### config.mk
export PLATFORM = sky130hd
export DESIGN_NAME = inert_seq_mc
export DESIGN_NICKNAME = d
export VERILOG_FILES = /design/src/rtl/inert_pkg.sv /design/src/rtl/int_sync_edge.sv /design/src/rtl/inert_seq_mc.sv
export SDC_FILE = /design/constraint.sdc
export NUM_CORES = 1
export LEC_CHECK = 0
export BUFFER_PORTS_ARGS = -buffer_cell sky130_fd_sc_hd__buf_2
export CAP_MARGIN = 30
export CORE_MARGIN = 5
export CORE_UTILIZATION = 59
export CTS_CLUSTER_SIZE = 20
export DETAILED_ROUTE_END_ITERATION = 8
export GPL_TIMING_DRIVEN = 0
export PLACE_DENSITY = 0.78
export SLEW_MARGIN = 20
export SYNTH_ARGS = -nofsm -noshare
export SYNTH_HDL_FRONTEND = slang
export SYNTH_SLANG_ARGS = --single-unit
### constraint.sdc
create_clock -name clk -period 3.4 [get_ports clk]
set_clock_uncertainty 0.1 [all_clocks]
set_input_delay 0.51 -clock clk [delete_from_list [all_inputs] [get_ports clk]]
set_output_delay 0.51 -clock clk [all_outputs]
set_load 0.1 [all_outputs]
### src/rtl/inert_pkg.sv
// inert_pkg: shared state encoding, init command table and SPI read-command
// helper for the inertial sensor sequencer.
package inert_pkg;

    typedef enum logic [1:0] {WAKE, INIT, WAIT_INT, READ} state_t;

    // Entry 0 is issued first.
    localparam logic [3:0][15:0] INIT_TBL = {16'h1460, 16'h1150, 16'h1053, 16'h0D02};

    function automatic logic [15:0] rd_cmd(input logic [6:0] addr);
        return {1'b1, addr, 8'h00};
    endfunction

endpackage

### src/rtl/int_sync_edge.sv
// int_sync_edge: two-flop synchronizer for an asynchronous level with a
// third flop providing a one-cycle rising-edge pulse.
module int_sync_edge (
    input  logic clk,
    input  logic rst_n,
    input  logic d,
    output logic sync,
    output logic rise
);

    logic s1, s2, s3;

    always_ff @(posedge clk or negedge rst_n) begin
        if (!rst_n) begin
            s1 <= 1'b0;
            s2 <= 1'b0;
            s3 <= 1'b0;
        end else begin
            s1 <= d;
            s2 <= s1;
            s3 <= s2;
        end
    end

    assign sync = s2;
    assign rise = s2 & ~s3;

endmodule

### src/rtl/inert_seq_mc.sv
// inert_seq_mc: wakes and initialises an inertial sensor over SPI, then reads
// NUM_CH 16-bit channels per interrupt and publishes them atomically.
module inert_seq_mc
    import inert_pkg::*;
#(
    parameter int               NUM_CH    = 2,
    parameter logic [NUM_CH*8-1:0] CH_BASE = {8'h2C, 8'h22},
    parameter int               WAKE_BITS = 16,
    parameter int               TO_BITS   = 20
) (
    input  logic                   clk,
    input  logic                   rst_n,
    input  logic                   INT,
    input  logic                   clr_err,
    input  logic                   done,
    input  logic [15:0]            rd_data,
    output logic                   wrt,
    output logic [15:0]            cmd,
    output logic [NUM_CH*16-1:0]   ch_data,
    output logic                   vld,
    output logic                   err,
    output logic                   ovr,
    output logic                   busy
);

    localparam int         NB     = 2 * NUM_CH;
    localparam logic [3:0] K_LAST = 4'(NB - 1);

    state_t                 state, state_nx;
    logic [WAKE_BITS-1:0]   wake_cnt, wake_nx;
    logic [TO_BITS-1:0]     to_cnt, to_nx;
    logic [1:0]             idx, idx_nx;
    logic [3:0]             k, k_nx;
    logic [NUM_CH*16-1:0]   shadow, shadow_nx, ch_nx;
    logic [15:0]            cmd_nx;
    logic                   wrt_nx, vld_nx, err_nx, ovr_nx;
    logic                   err_set, ovr_set;
    logic                   rise;
    logic                   unused_sync, unused_hi;

    int_sync_edge u_sync (
        .clk   (clk),
        .rst_n (rst_n),
        .d     (INT),
        .sync  (unused_sync),
        .rise  (rise)
    );

    assign unused_hi = ^rd_data[15:8];

    // Byte kk lives at CH_BASE of channel kk/2, plus one for the high byte.
    function automatic logic [6:0] ch_addr(input logic [3:0] kk);
        logic [7:0] base;
        base = '0;
        for (int i = 0; i < NUM_CH; i++)
            if (kk[3:1] == 3'(i)) base = CH_BASE[i*8+:8];
        return 7'(base + {7'd0, kk[0]});
    endfunction

    always_ff @(posedge clk or negedge rst_n) begin
        if (!rst_n) begin
            state    <= WAKE;
            wake_cnt <= '0;
            to_cnt   <= '0;
            idx      <= '0;
            k        <= '0;
            shadow   <= '0;
            ch_data  <= '0;
            cmd      <= '0;
            wrt      <= 1'b0;
            vld      <= 1'b0;
            err      <= 1'b0;
            ovr      <= 1'b0;
        end else begin
            state    <= state_nx;
            wake_cnt <= wake_nx;
            to_cnt   <= to_nx;
            idx      <= idx_nx;
            k        <= k_nx;
            shadow   <= shadow_nx;
            ch_data  <= ch_nx;
            cmd      <= cmd_nx;
            wrt      <= wrt_nx;
            vld      <= vld_nx;
            err      <= err_nx;
            ovr      <= ovr_nx;
        end
    end

    always_comb begin
        state_nx  = state;
        wake_nx   = wake_cnt;
        to_nx     = to_cnt;
        idx_nx    = idx;
        k_nx      = k;
        shadow_nx = shadow;
        ch_nx     = ch_data;
        cmd_nx    = cmd;
        wrt_nx    = 1'b0;
        vld_nx    = 1'b0;
        err_set   = 1'b0;
        ovr_set   = 1'b0;
        case (state)
            WAKE: begin
                if (&wake_cnt) begin
                    wrt_nx   = 1'b1;
                    cmd_nx   = INIT_TBL[0];
                    idx_nx   = '0;
                    state_nx = INIT;
                end else begin
                    wake_nx = wake_cnt + 1'b1;
                end
            end
            INIT: begin
                if (done) begin
                    if (idx != 2'd3) begin
                        idx_nx = idx + 2'd1;
                        wrt_nx = 1'b1;
                        cmd_nx = INIT_TBL[idx + 2'd1];
                    end else begin
                        to_nx    = '0;
                        state_nx = WAIT_INT;
                    end
                end
            end
            WAIT_INT: begin
                if (rise) begin
                    wrt_nx   = 1'b1;
                    cmd_nx   = rd_cmd(ch_addr(4'd0));
                    k_nx     = '0;
                    state_nx = READ;
                end else if (&to_cnt) begin
                    // Preset so the init table restarts on the very next cycle.
                    err_set  = 1'b1;
                    wake_nx  = '1;
                    state_nx = WAKE;
                end else begin
                    to_nx = to_cnt + 1'b1;
                end
            end
            READ: begin
                ovr_set = rise;
                if (done) begin
                    for (int j = 0; j < NB; j++)
                        if (k == 4'(j)) shadow_nx[j*8+:8] = rd_data[7:0];
                    if (k != K_LAST) begin
                        k_nx   = k + 4'd1;
                        wrt_nx = 1'b1;
                        cmd_nx = rd_cmd(ch_addr(k + 4'd1));
                    end else begin
                        ch_nx    = shadow_nx;
                        vld_nx   = 1'b1;
                        to_nx    = '0;
                        state_nx = WAIT_INT;
                    end
                end
            end
            default: state_nx = WAKE;
        endcase
        err_nx = err_set | (err & ~clr_err);
        ovr_nx = ovr_set | (ovr & ~clr_err);
    end

    assign busy = (state != WAIT_INT);

endmodule

==> impl_results.md <==
- DR DRC count: 0
- Total power draw: 7.23 mW
- Count of final hold-check violations: 0
- Most common cell after layout, fill and taps aside: dfrtp_1
- Synth Area in Adders: between 2 and 2.5%
- Clock Pin Slew Worst Setup and Hold Paths: 0.06 ns
- Initial Utilization: 59.5%
- Drt first pass iters: 5
- Unique masters post-synth: 61
- Slowest stage cell on the critical path: dfrtp_1
- First-pass GRT wire length: 21700 µm
- # clock sinks: 118
- Gr ovfl total: 0
- Post-synthesis simple-gate area fraction: 19.6%
- Synth Cell Area: about 5700 µm²
- Antenna-violating nets left: 0
- Actual slew at the worst max-slew pin: 0.697 ns
- Period utilization: 73.3%
- Total GRT Usage: 23.5%
- Post-synthesis mux area share: 9.29%
- I/O pin cnt: 74
- H-tree depth: 4
- Filler cells: 731
- Outcome: completed
- Final setup violating endpoints: 0
- Worst EP required: 3.70 ns
- RSZ-0062 raised after global routing: false
- Post-synth top area share: 51.5%
- Cell chain of the critical path: ha_1 -> nand4bb_1 -> a41o_1 -> nor4b_1 -> o22ai_1 -> a22o_1
- Crit path max fanout: 6
- CP arrival: 2.79 ns
- M1 WL: 5620 µm
- Die height: 109 µm
- Post-synthesis sequential area ratio: 51.5%
- FFs w/ async S/R, synth: 100%
- Worst hold path class: in -> reg
- WL final: 13000 µm
- Fin Hold WS: 0.0821 ns
- Max VDD drop: approximately 0.68 mV
- Ranking of synthesized cells by area: dfrtp_1 (51%), nand2_1 (6.0%), mux2_2 (5.1%), mux2i_1 (4.2%), o21ai_0 (4.0%)
- Post-synth top area cell: dfrtp_1
- FP Rows: 36
- Max-slew violations: 0
- Met3 wire length: 628 µm
- Full die area: around 12000 µm²
- Prevailing post-synth register cell: dfrtp_1
- Number of global-route vias before repair: between 4000 and 5000
- Share of layout cells above drive strength 1: 22.8%
- Final HPWL DP: 8730 µm
- CP endpoint kind: flop
- Crit Path Category: reg -> reg
- Core ar.: 9640 µm²
- Post-CTS Hold Buffers: 2
- Post-layout min period: 2.49 ns
- Largest net degree at the start of global routing: 65
- MaxCap Viol Count: 0
- Gp weighted congestion: 0.851
- Fmax: 0.401 GHz
- DR WL/cell: approximately 16 µm
- Worst path max stage delay: 0.47 ns
- Drt initial violations: 316
- Top layer in use: met4
- Die width: 109 µm
- CTS tree: built
- Post_cts resized: 0
- Cells after Synth: between 500 and 600
- Largest family of logic cells by synthesized area: simple AND/OR/NAND/NOR gates
- WP buf/inv: 0
- Commonest cells after routing, fill and taps aside: dfrtp_1 (118), nand2_1 (91), buf_2 (61)
- Setup bufs post-CTS: 0
- Worst Setup Start Kind: flop
- Num CTS Buffers: 17
- Post-place setup slack: ~0.93 ns
- Buffers on Ports: 61
- DP Cell Count: 755
- Skew-Pair Late Insertion Delay: 0.52 ns
- Post-synth EDFFs: 0
- Post-Layout Cell Count: 787
- Syn_area_per_cell: 10.3 µm²
- Synth-to-layout area growth: 19.6%
- Power density over the cells: 1050 nW/µm²
- CTS max path bufs: 2
- Post-Route Setup TNS: 0 ns
- Routed wl met2: 6520 µm
- Synth Register Bits: 118
- Root buf cell: clkbuf_8
- XOR/XNOR share of the synthesized area: 2.14%
- Final setup margin: between 0.9 and 1 ns
- Antenna cells: 0
- Vias: around 4500
- Relative slew slack: 53.2%
- Leak Pwr: 3.28 nW
- Synthesis Warnings: 0
- Compound-Gate Fraction of Synth Area: 11.2%
- Vias/cell: 5.77
- Fin nets: between 600 and 700
- Initial antenna violation count: 0
- CP delay by family, top: compound AO/OA/AOI/OAI gates
==> sequential cells by signal, indices dropped and copies added, names as in the netlist <==
name / cells
ch_data: 32
shadow: 24
to_cnt: 20
wake_cnt: 16
cmd: 11
k: 4
idx: 2
state: 2
err: 1
ovr: 1
u_sync.s1: 1
u_sync.s3: 1
u_sync.sync: 1
vld: 1
wrt: 1
==> worst register-to-register path: stages (launching register included) <==
cell	delay [ns]
dfrtp_1	0.47
ha_1	0.33
nand4bb_1	0.22
a41o_1	0.35
nor4b_1	0.46
o22ai_1	0.21
a22o_1	0.24
==> power by group <==
group	leakage, nW	switching [mW]	internal (mW)
clock network	0.289	0.611	1.16
logic	1.48	2.57	0.780
registers	1.51	0.264	1.84
total	3.28	3.45	3.78
==> kinds of logic (layout without fill, tap and decap cells) <==
logic type / after synthesis / in the layout
AOI/OAI and AO/OA: 104 / 104
other: 1 / 4
DFF: 118 / 118
and+or+nand+nor: 217 / 217
adders and majority gates: 10 / 10
xor gates and xnor gates: 14 / 14
muxes: 50 / 50
buffers and inverters: 43 / 137
==> routing by layer <==
| metal | track usage, % | vias to the layer above |
|---|---|---|
| met1 | 29.9 | 2236 |
| li1 | - | 2165 |
| met5 | 0 | - |
| met2 | 39.2 | 121 |
| met3 | 6.03 | 19 |
| met4 | 7.94 | 0 |
==> final timing paths <==
path                                 from     endpoint  slack, ns  cells past startpoint
worst max-delay path                 k[0]      cmd[10]       0.91                      6
worst min-delay path              clr_err          err       0.08                      2
worst max register to register       k[0]      cmd[10]       0.91                      6
worst min register to register  u_sync.s1  u_sync.sync       0.25                      0
max in group asynchronous           rst_n  ch_data[28]       2.11                      3
min in group asynchronous           rst_n      cmd[13]       0.41                      2
==> final cells by class <==
cell class              instances  area [µm²]  area share (%)
plain buffers                  32         190            2.77
clock buffers                  21         459            6.69
clock inverters                 9         126            1.84
inverters                      11        42.5           0.620
multi-input cells             399        2560            37.4
flip-flops and latches        118        2950            43.0
well taps                     133         166            2.43
repair buffers                 64         359            5.24
==> synth_stat cells, types with 2 or more instances <==
master / count
and2_1: 4
buf_6: 5
ha_1: 10
nand4_1: 13
inv_1: 10
xor2_1: 9
nor3b_1: 3
a22o_1: 6
dfrtp_1: 118
o21a_1: 2
a21oi_1: 13
nand3_1: 25
o21ai_0: 46
a21o_1: 4
nand2b_1: 5
nor2_2: 2
and3_1: 14
or4_1: 6
nor3_1: 10
nor4_1: 4
mux2i_1: 24
a41oi_1: 2
nor4_2: 2
and4_1: 3
a211o_1: 2
or3_1: 5
xnor2_1: 5
clkbuf_1: 17
o31ai_1: 5
nand2_1: 91
o22ai_1: 3
mux2_2: 26
nor2_1: 16
a31oi_1: 11
and2_4: 2
nand4bb_1: 2
buf_4: 8
==> through the flow <==
stage               utilization, %  instance area, µm²
floorplan                        -                5750
finish                        71.2                6860
global placement              64.5                6220
detailed placement            64.9                6250
global route                  71.2                6860
CTS                           71.2                6860
No activity file was read; power rests on OpenSTA's default activity.
